**config.mk**
```make
export PLATFORM = sky130hd
export DESIGN_NAME = bp_cce_mem_cmd_arbiter
export DESIGN_NICKNAME = d
export VERILOG_FILES = /design/src/rtl/bp_cce_mem_cmd_arbiter.sv
export SDC_FILE = /design/constraint.sdc
export NUM_CORES = 1
export LEC_CHECK = 0
export ABC_AREA = 1
export CORE_AREA = 2 2 155 157
export DETAILED_ROUTE_END_ITERATION = 10
export DIE_AREA = 0 0 157 159
export GPL_TIMING_DRIVEN = 0
export PLACE_DENSITY_LB_ADDON = 0.08
export SLEW_MARGIN = 20
export SYNTH_ARGS = -nofsm -noshare
export SYNTH_HDL_FRONTEND = slang
export SYNTH_SLANG_ARGS = --single-unit
```
**constraint.sdc**
```tcl
create_clock -name clk_i -period 2.55 [get_ports clk_i]
set_input_delay 0.765 -clock clk_i [delete_from_list [all_inputs] [get_ports clk_i]]
set_output_delay 0.765 -clock clk_i [all_outputs]
set_load 0.01 [all_outputs]
```
**src/rtl/bp_cce_mem_cmd_arbiter.sv**
```systemverilog
// Two-requester round-robin arbiter for BedRock stream memory commands.
// A grant is held for a whole message (until its last beat is accepted).
module bp_cce_mem_cmd_arbiter #(
  parameter int header_width_p = 64,
  parameter int data_width_p   = 64
) (
  input  logic                      clk_i,
  input  logic                      reset_n_i,

  input  logic [header_width_p-1:0] req0_header_i,
  input  logic [data_width_p-1:0]   req0_data_i,
  input  logic                      req0_v_i,
  input  logic                      req0_last_i,
  output logic                      req0_ready_and_o,

  input  logic [header_width_p-1:0] req1_header_i,
  input  logic [data_width_p-1:0]   req1_data_i,
  input  logic                      req1_v_i,
  input  logic                      req1_last_i,
  output logic                      req1_ready_and_o,

  output logic [header_width_p-1:0] mem_cmd_header_o,
  output logic [data_width_p-1:0]   mem_cmd_data_o,
  output logic                      mem_cmd_v_o,
  output logic                      mem_cmd_last_o,
  input  logic                      mem_cmd_ready_and_i,

  output logic                      grant_o,
  output logic [1:0]                state_o
);

  // Handshake: a beat moves when valid and ready_and are both high in the
  // same cycle; a valid beat is never withdrawn or switched until accepted.

  typedef enum logic [1:0] {
    IDLE  = 2'd0,
    LOCK0 = 2'd1,
    LOCK1 = 2'd2
  } state_e;

  state_e state_r, state_n;
  logic   last_served_r, last_served_n;
  logic   grant, grant_v, grant_last, hs;

  always_comb begin
    grant = ~last_served_r;
    case (state_r)
      LOCK0:   grant = 1'b0;
      LOCK1:   grant = 1'b1;
      default: begin
        if (req0_v_i && !req1_v_i)      grant = 1'b0;
        else if (req1_v_i && !req0_v_i) grant = 1'b1;
        else                            grant = ~last_served_r;
      end
    endcase
    // Reset is applied combinationally too so outputs go quiet immediately.
    if (!reset_n_i) grant = 1'b0;
  end

  assign grant_v    = reset_n_i & (grant ? req1_v_i : req0_v_i);
  assign grant_last = grant ? req1_last_i : req0_last_i;
  assign hs         = grant_v & mem_cmd_ready_and_i;

  assign mem_cmd_header_o = grant ? req1_header_i : req0_header_i;
  assign mem_cmd_data_o   = grant ? req1_data_i   : req0_data_i;
  assign mem_cmd_last_o   = grant_last;
  assign mem_cmd_v_o      = grant_v;

  assign req0_ready_and_o = reset_n_i & ~grant & mem_cmd_ready_and_i;
  assign req1_ready_and_o = reset_n_i &  grant & mem_cmd_ready_and_i;

  assign grant_o = grant;
  assign state_o = state_r;

  always_comb begin
    state_n       = state_r;
    last_served_n = last_served_r;
    case (state_r)
      IDLE: begin
        if (grant_v) begin
          if (hs && grant_last) last_served_n = grant;
          else                  state_n = grant ? LOCK1 : LOCK0;
        end
      end
      LOCK0, LOCK1: begin
        if (hs && grant_last) begin
          state_n       = IDLE;
          last_served_n = grant;
        end
      end
      default: state_n = IDLE;
    endcase
  end

  always_ff @(posedge clk_i or negedge reset_n_i) begin
    if (!reset_n_i) begin
      state_r       <= IDLE;
      last_served_r <= 1'b1;
    end else begin
      state_r       <= state_n;
      last_served_r <= last_served_n;
    end
  end

endmodule

```
Word-level counts from Yosys, hierarchy flattened

Cells that the tools add are included.

Logic and storage cells: 41
Output and inout bits: 135
Flip-flop bits (word level): 3

Eq/ne operators: 5
Bitwise operators: 8
Reductions and logical operators: 10
Muxes and demuxes: 16

Operators with widths:

| cell                 | count |
|---|---|
| $mux W64             | 2 |
| $mux W2              | 4 |
| $mux W1              | 7 |
| $and A1 B1 Y1        | 6 |
| $ne A2 B2 Y1 const B | 3 |
| $pmux W1 S2          | 2 |
| $pmux W2 S2          | 1 |
| $logic_and A1 B1 Y1  | 3 |
| $reduce_and A3 Y1    | 1 |
| $eq A2 B1 Y1 const B | 1 |
| $eq A2 B2 Y1 const B | 1 |
| $logic_not A1 Y1     | 2 |
| $logic_not A2 Y1     | 1 |
| $not A1 Y1           | 2 |
| $reduce_and A2 Y1    | 1 |
| $reduce_bool A2 Y1   | 1 |
| $reduce_or A2 Y1     | 1 |

Longest topological paths before layout

Word-level depth: 13
Depth in mapped cells: 13
Mapped depth without buffers: 12

Worst setup path before layout

Ideal clock, no wire load.

Path kind: register to output
Start point: register state_r[0] (netlist: state_o[0])
End point: output port mem_cmd_data_o[41]
Cell stages (with the launch flop): 12
Path buffers: 3
Required time: 1.785 ns
Path slack: 0.038 ns
Arrival time: 1.747 ns
Cell sequence: dfrtp_1 -> inv_1 -> ha_1 -> inv_1 -> or2_1 -> buf_2 -> nand3_4 -> inv_2 -> buf_2 -> buf_2 -> nand2_1 -> nand2_1

Word-level cells in the longest chain between the ends: 4

RTL lines:

| what                                                | line | RTL |
|---|---|---|
| from (decl)                                         | 41   | `state_e state_r, state_n;` |
| from (signal assigned)                              | 100  | `state_r <= state_n;` |
| $eq A2 B2 Y1 / $eq A2 B1 Y1 (equally long branches) | 47   | `case (state_r)` |
| $pmux W1 S2 *                                       | 47   |  |
| $mux W1 *                                           | 57   | `if (!reset_n_i) grant = 1'b0;` |
| $mux W64 *                                          | 65   | `assign mem_cmd_data_o = grant ? req1_data_i : req0_data_i;` |
| to (decl)                                           | 23   | `output logic [data_width_p-1:0] mem_cmd_data_o,` |

Every way passes the cells marked *; elsewhere a longest branch is shown, timed or not.

Worst setup path in the final report

Start point: register state_r[0] (netlist: state_o[0])
End point: output port mem_cmd_data_o[37]

Same word-level chain as after synthesis.

==> impl_metrics.tcl <==
set metrics [dict create \
    outcome "finished, violations left" \
    violations "negative setup slack" \
    seq_area_frac_synth_pct 3.99 \
    grt_overflow_total 0 \
    io_buffers 397 \
    gr-usage-all-layers_pct 12.8 \
    dp.final_hpwl_um 13300 \
    fp.dieArea_um2 25000 \
    cts_tree "yes" \
    drive_above_1_share_pct 41.3 \
    final_cell_mix "264 x nand2_1, 261 x clkdlybuf4s50_1, 114 x nand2_2" \
    arrival_ps 2240 \
    cp.required_ps 1790 \
    worst_slack_ps -450 \
    final.setup_skew_ps 2.76 \
    min_path_type "input pin to async pin" \
    cp_max_fo 5 \
    avgSynthCellArea_um2 4.13 \
    drv_slew 0 \
    ios 398 \
    ctsHtreeMaxLevel 1 \
    syn_nets 729 \
    tightest_slew_ps 225 \
    core_area_um2 23200 \
    synthCells 464 \
    nFillCells 2585 \
    clockRootBuffer "clkbuf_16" \
    grt_pass1_wl_um 24800 \
    antenna_found_initial 0 \
    slew_headroom_pct 85.0 \
    end_kind "output port" \
    cts_sinks 3 \
    placed_cell_area_um2 6290 \
    grt_max_degree 11 \
    period_share_pct 118 \
    rsz0062_at_grt "yes" \
    drtIter0Drc 86 \
    synthDistinctLibCells 16 \
    drtPass1Iterations 4 \
    fin_area_um2 7620 \
    via_per_inst 3.56 \
    gp_congestion 0.722 \
    vdd_drop_max_v 0.000281 \
    grt_pass1_vias 4500 \
    ys_warn_count 0 \
    start_util_pct 8.25 \
    std_cell_rows 56 \
    worstSetupPathType "flip-flop to output port" \
    power_density_nw_per_um2 831 \
    die_y_um 159 \
    post-route-util_pct 32.8 \
    wl_per_cell_um 13.9 \
    clkLatencyLatePin_ps 220 \
    whs_ps 395 \
    clockBufferDepth 2 \
    finalSetupViolations 131 \
    period_needed_ps 3000 \
    drc 0 \
    timing.max_cap.violations 0 \
    drt-total-wl_um 17300 \
    layout_commonest_cell "nand2_1" \
    numCtsBuffers 3 \
    syn-cell-area_um2 1910 \
    path_clk_slew_ps 30 \
    antenna_cells 0 \
    cp-start-kind "flip-flop" \
    vias 4437 \
    p_leak_nw 3.86 \
    area_growth_pct 298 \
    die_x_um 157 \
    hold_viol 0 \
    max_freq_mhz 333 \
    ys_seq_elements 3 \
    ant_nets 0 \
    fin_nets 1195 \
]
==> timing repair <==
| item | in CTS | in global routing |
|---|---|---|
| hold buffers | 0 | 0 |
| resized for setup | 771 | 154 |
| cloned | 15 | 1 |
| setup buffers | 42 | 23 |
| setup endpoints to repair | 133 | 133 |
| pin swaps | 20 | 33 |
==> per-stage QoR <==
stage          worst slack, ps  std cells  TNS [ps]  power [W]
2_1_floorplan             38.2        464         0    0.00192
3_3_place_gp             -1520       1180   -180350    0.00447
3_5_place_dp             -1540       1180   -181140    0.00440
4_1_cts                   -602       1240    -44260    0.00609
5_1_grt                   -530       1248    -50810    0.00685
6_report                  -450       1248    -39010    0.00633
==> sequential cells by signal (all words and copies together), names as in the netlist <==
signal	cells
last_served_r	1
state_o	2
==> power breakdown <==
part / leakage, nW / switching, W / internal [W]
sequential: 0.0363 / 0.0000143 / 0.0000717
combinational: 3.79 / 0.00272 / 0.00328
clock: 0.0382 / 0.0000421 / 0.000206
==> Yosys cell counts <==
master / count / share of area, %
nand4_1: 4 / 1.3
nand3_1: 5 / 1.3
dfstp_2: 1 / 1.4
dfrtp_1: 2 / 2.6
nand3_4: 1 / 0.92
nor2_1: 5 / 0.98
buf_2: 19 / 5.0
nand2_1: 403 / 79
o21ai_0: 1 / 0.26
buf_4: 8 / 3.1
nand2_2: 1 / 0.33
inv_1: 8 / 1.6
inv_2: 1 / 0.20
or2_1: 1 / 0.33
clkbuf_1: 2 / 0.39
ha_1: 2 / 1.3
==> cell type report <==
class	count	area, um2	area share, %
Timing Repair Buffer	467	4550	59.7
Multi-Input combinational cell	423	2150	28.3
Tap cell	319	399	5.24
Buffer	23	320	4.20
Clock buffer	4	78.8	1.03
Sequential cell	3	76.3	1.00
Inverter	9	41.3	0.542
==> worst paths after layout <==
path / start / to / slack (ps) / cells past startpoint
setup / recovery: state_o[0]$_DFFE_PN0P_ / mem_cmd_data_o[37] / -450 / 15
min in group clk_i: last_served_r$_DFFE_PN1P_ / last_served_r$_DFFE_PN1P_ / 500 / 2
hold reg to reg: last_served_r$_DFFE_PN1P_ / last_served_r$_DFFE_PN1P_ / 500 / 2
hold / removal: reset_n_i / state_o[1]$_DFFE_PN0P_ / 400 / 1
setup reg to reg: state_o[0]$_DFFE_PN0P_ / last_served_r$_DFFE_PN1P_ / 440 / 14
max in group asynchronous: reset_n_i / last_served_r$_DFFE_PN1P_ / 1900 / 1
==> routing by layer <==
layer | up-vias | GRT usage, % | part of all wire (%)
li1 | 2306 | - | -
met5 | - | 0 | 0
met1 | 1904 | 12.5 | 35
met3 | 10 | 3.08 | 9.4
met2 | 217 | 26.8 | 55
met4 | 0 | 1.96 | 1.0
==> critical path: stages (launching register included) <==
cell,delay (ps)
dfrtp_1,360
inv_2,60
buf_4,130
ha_2,160
or2_4,260
nand3_4,100
buf_12,110
inv_8,30
buf_8,120
buf_16,120
buf_8,120
buf_8,120
buf_6,110
nand2_4,40
nand2_2,50
buf_6,120
==> logic make-up after synthesis <==
logic type | after synthesis | share of synthesized area (%)
fa+ha+maj | 2 | 1.31
flops | 3 | 3.99
simple gates | 420 | 84.2
compound gates | 1 | 0.261
buf+inv | 38 | 10.3
No activity file was read; power rests on OpenSTA's default activity.
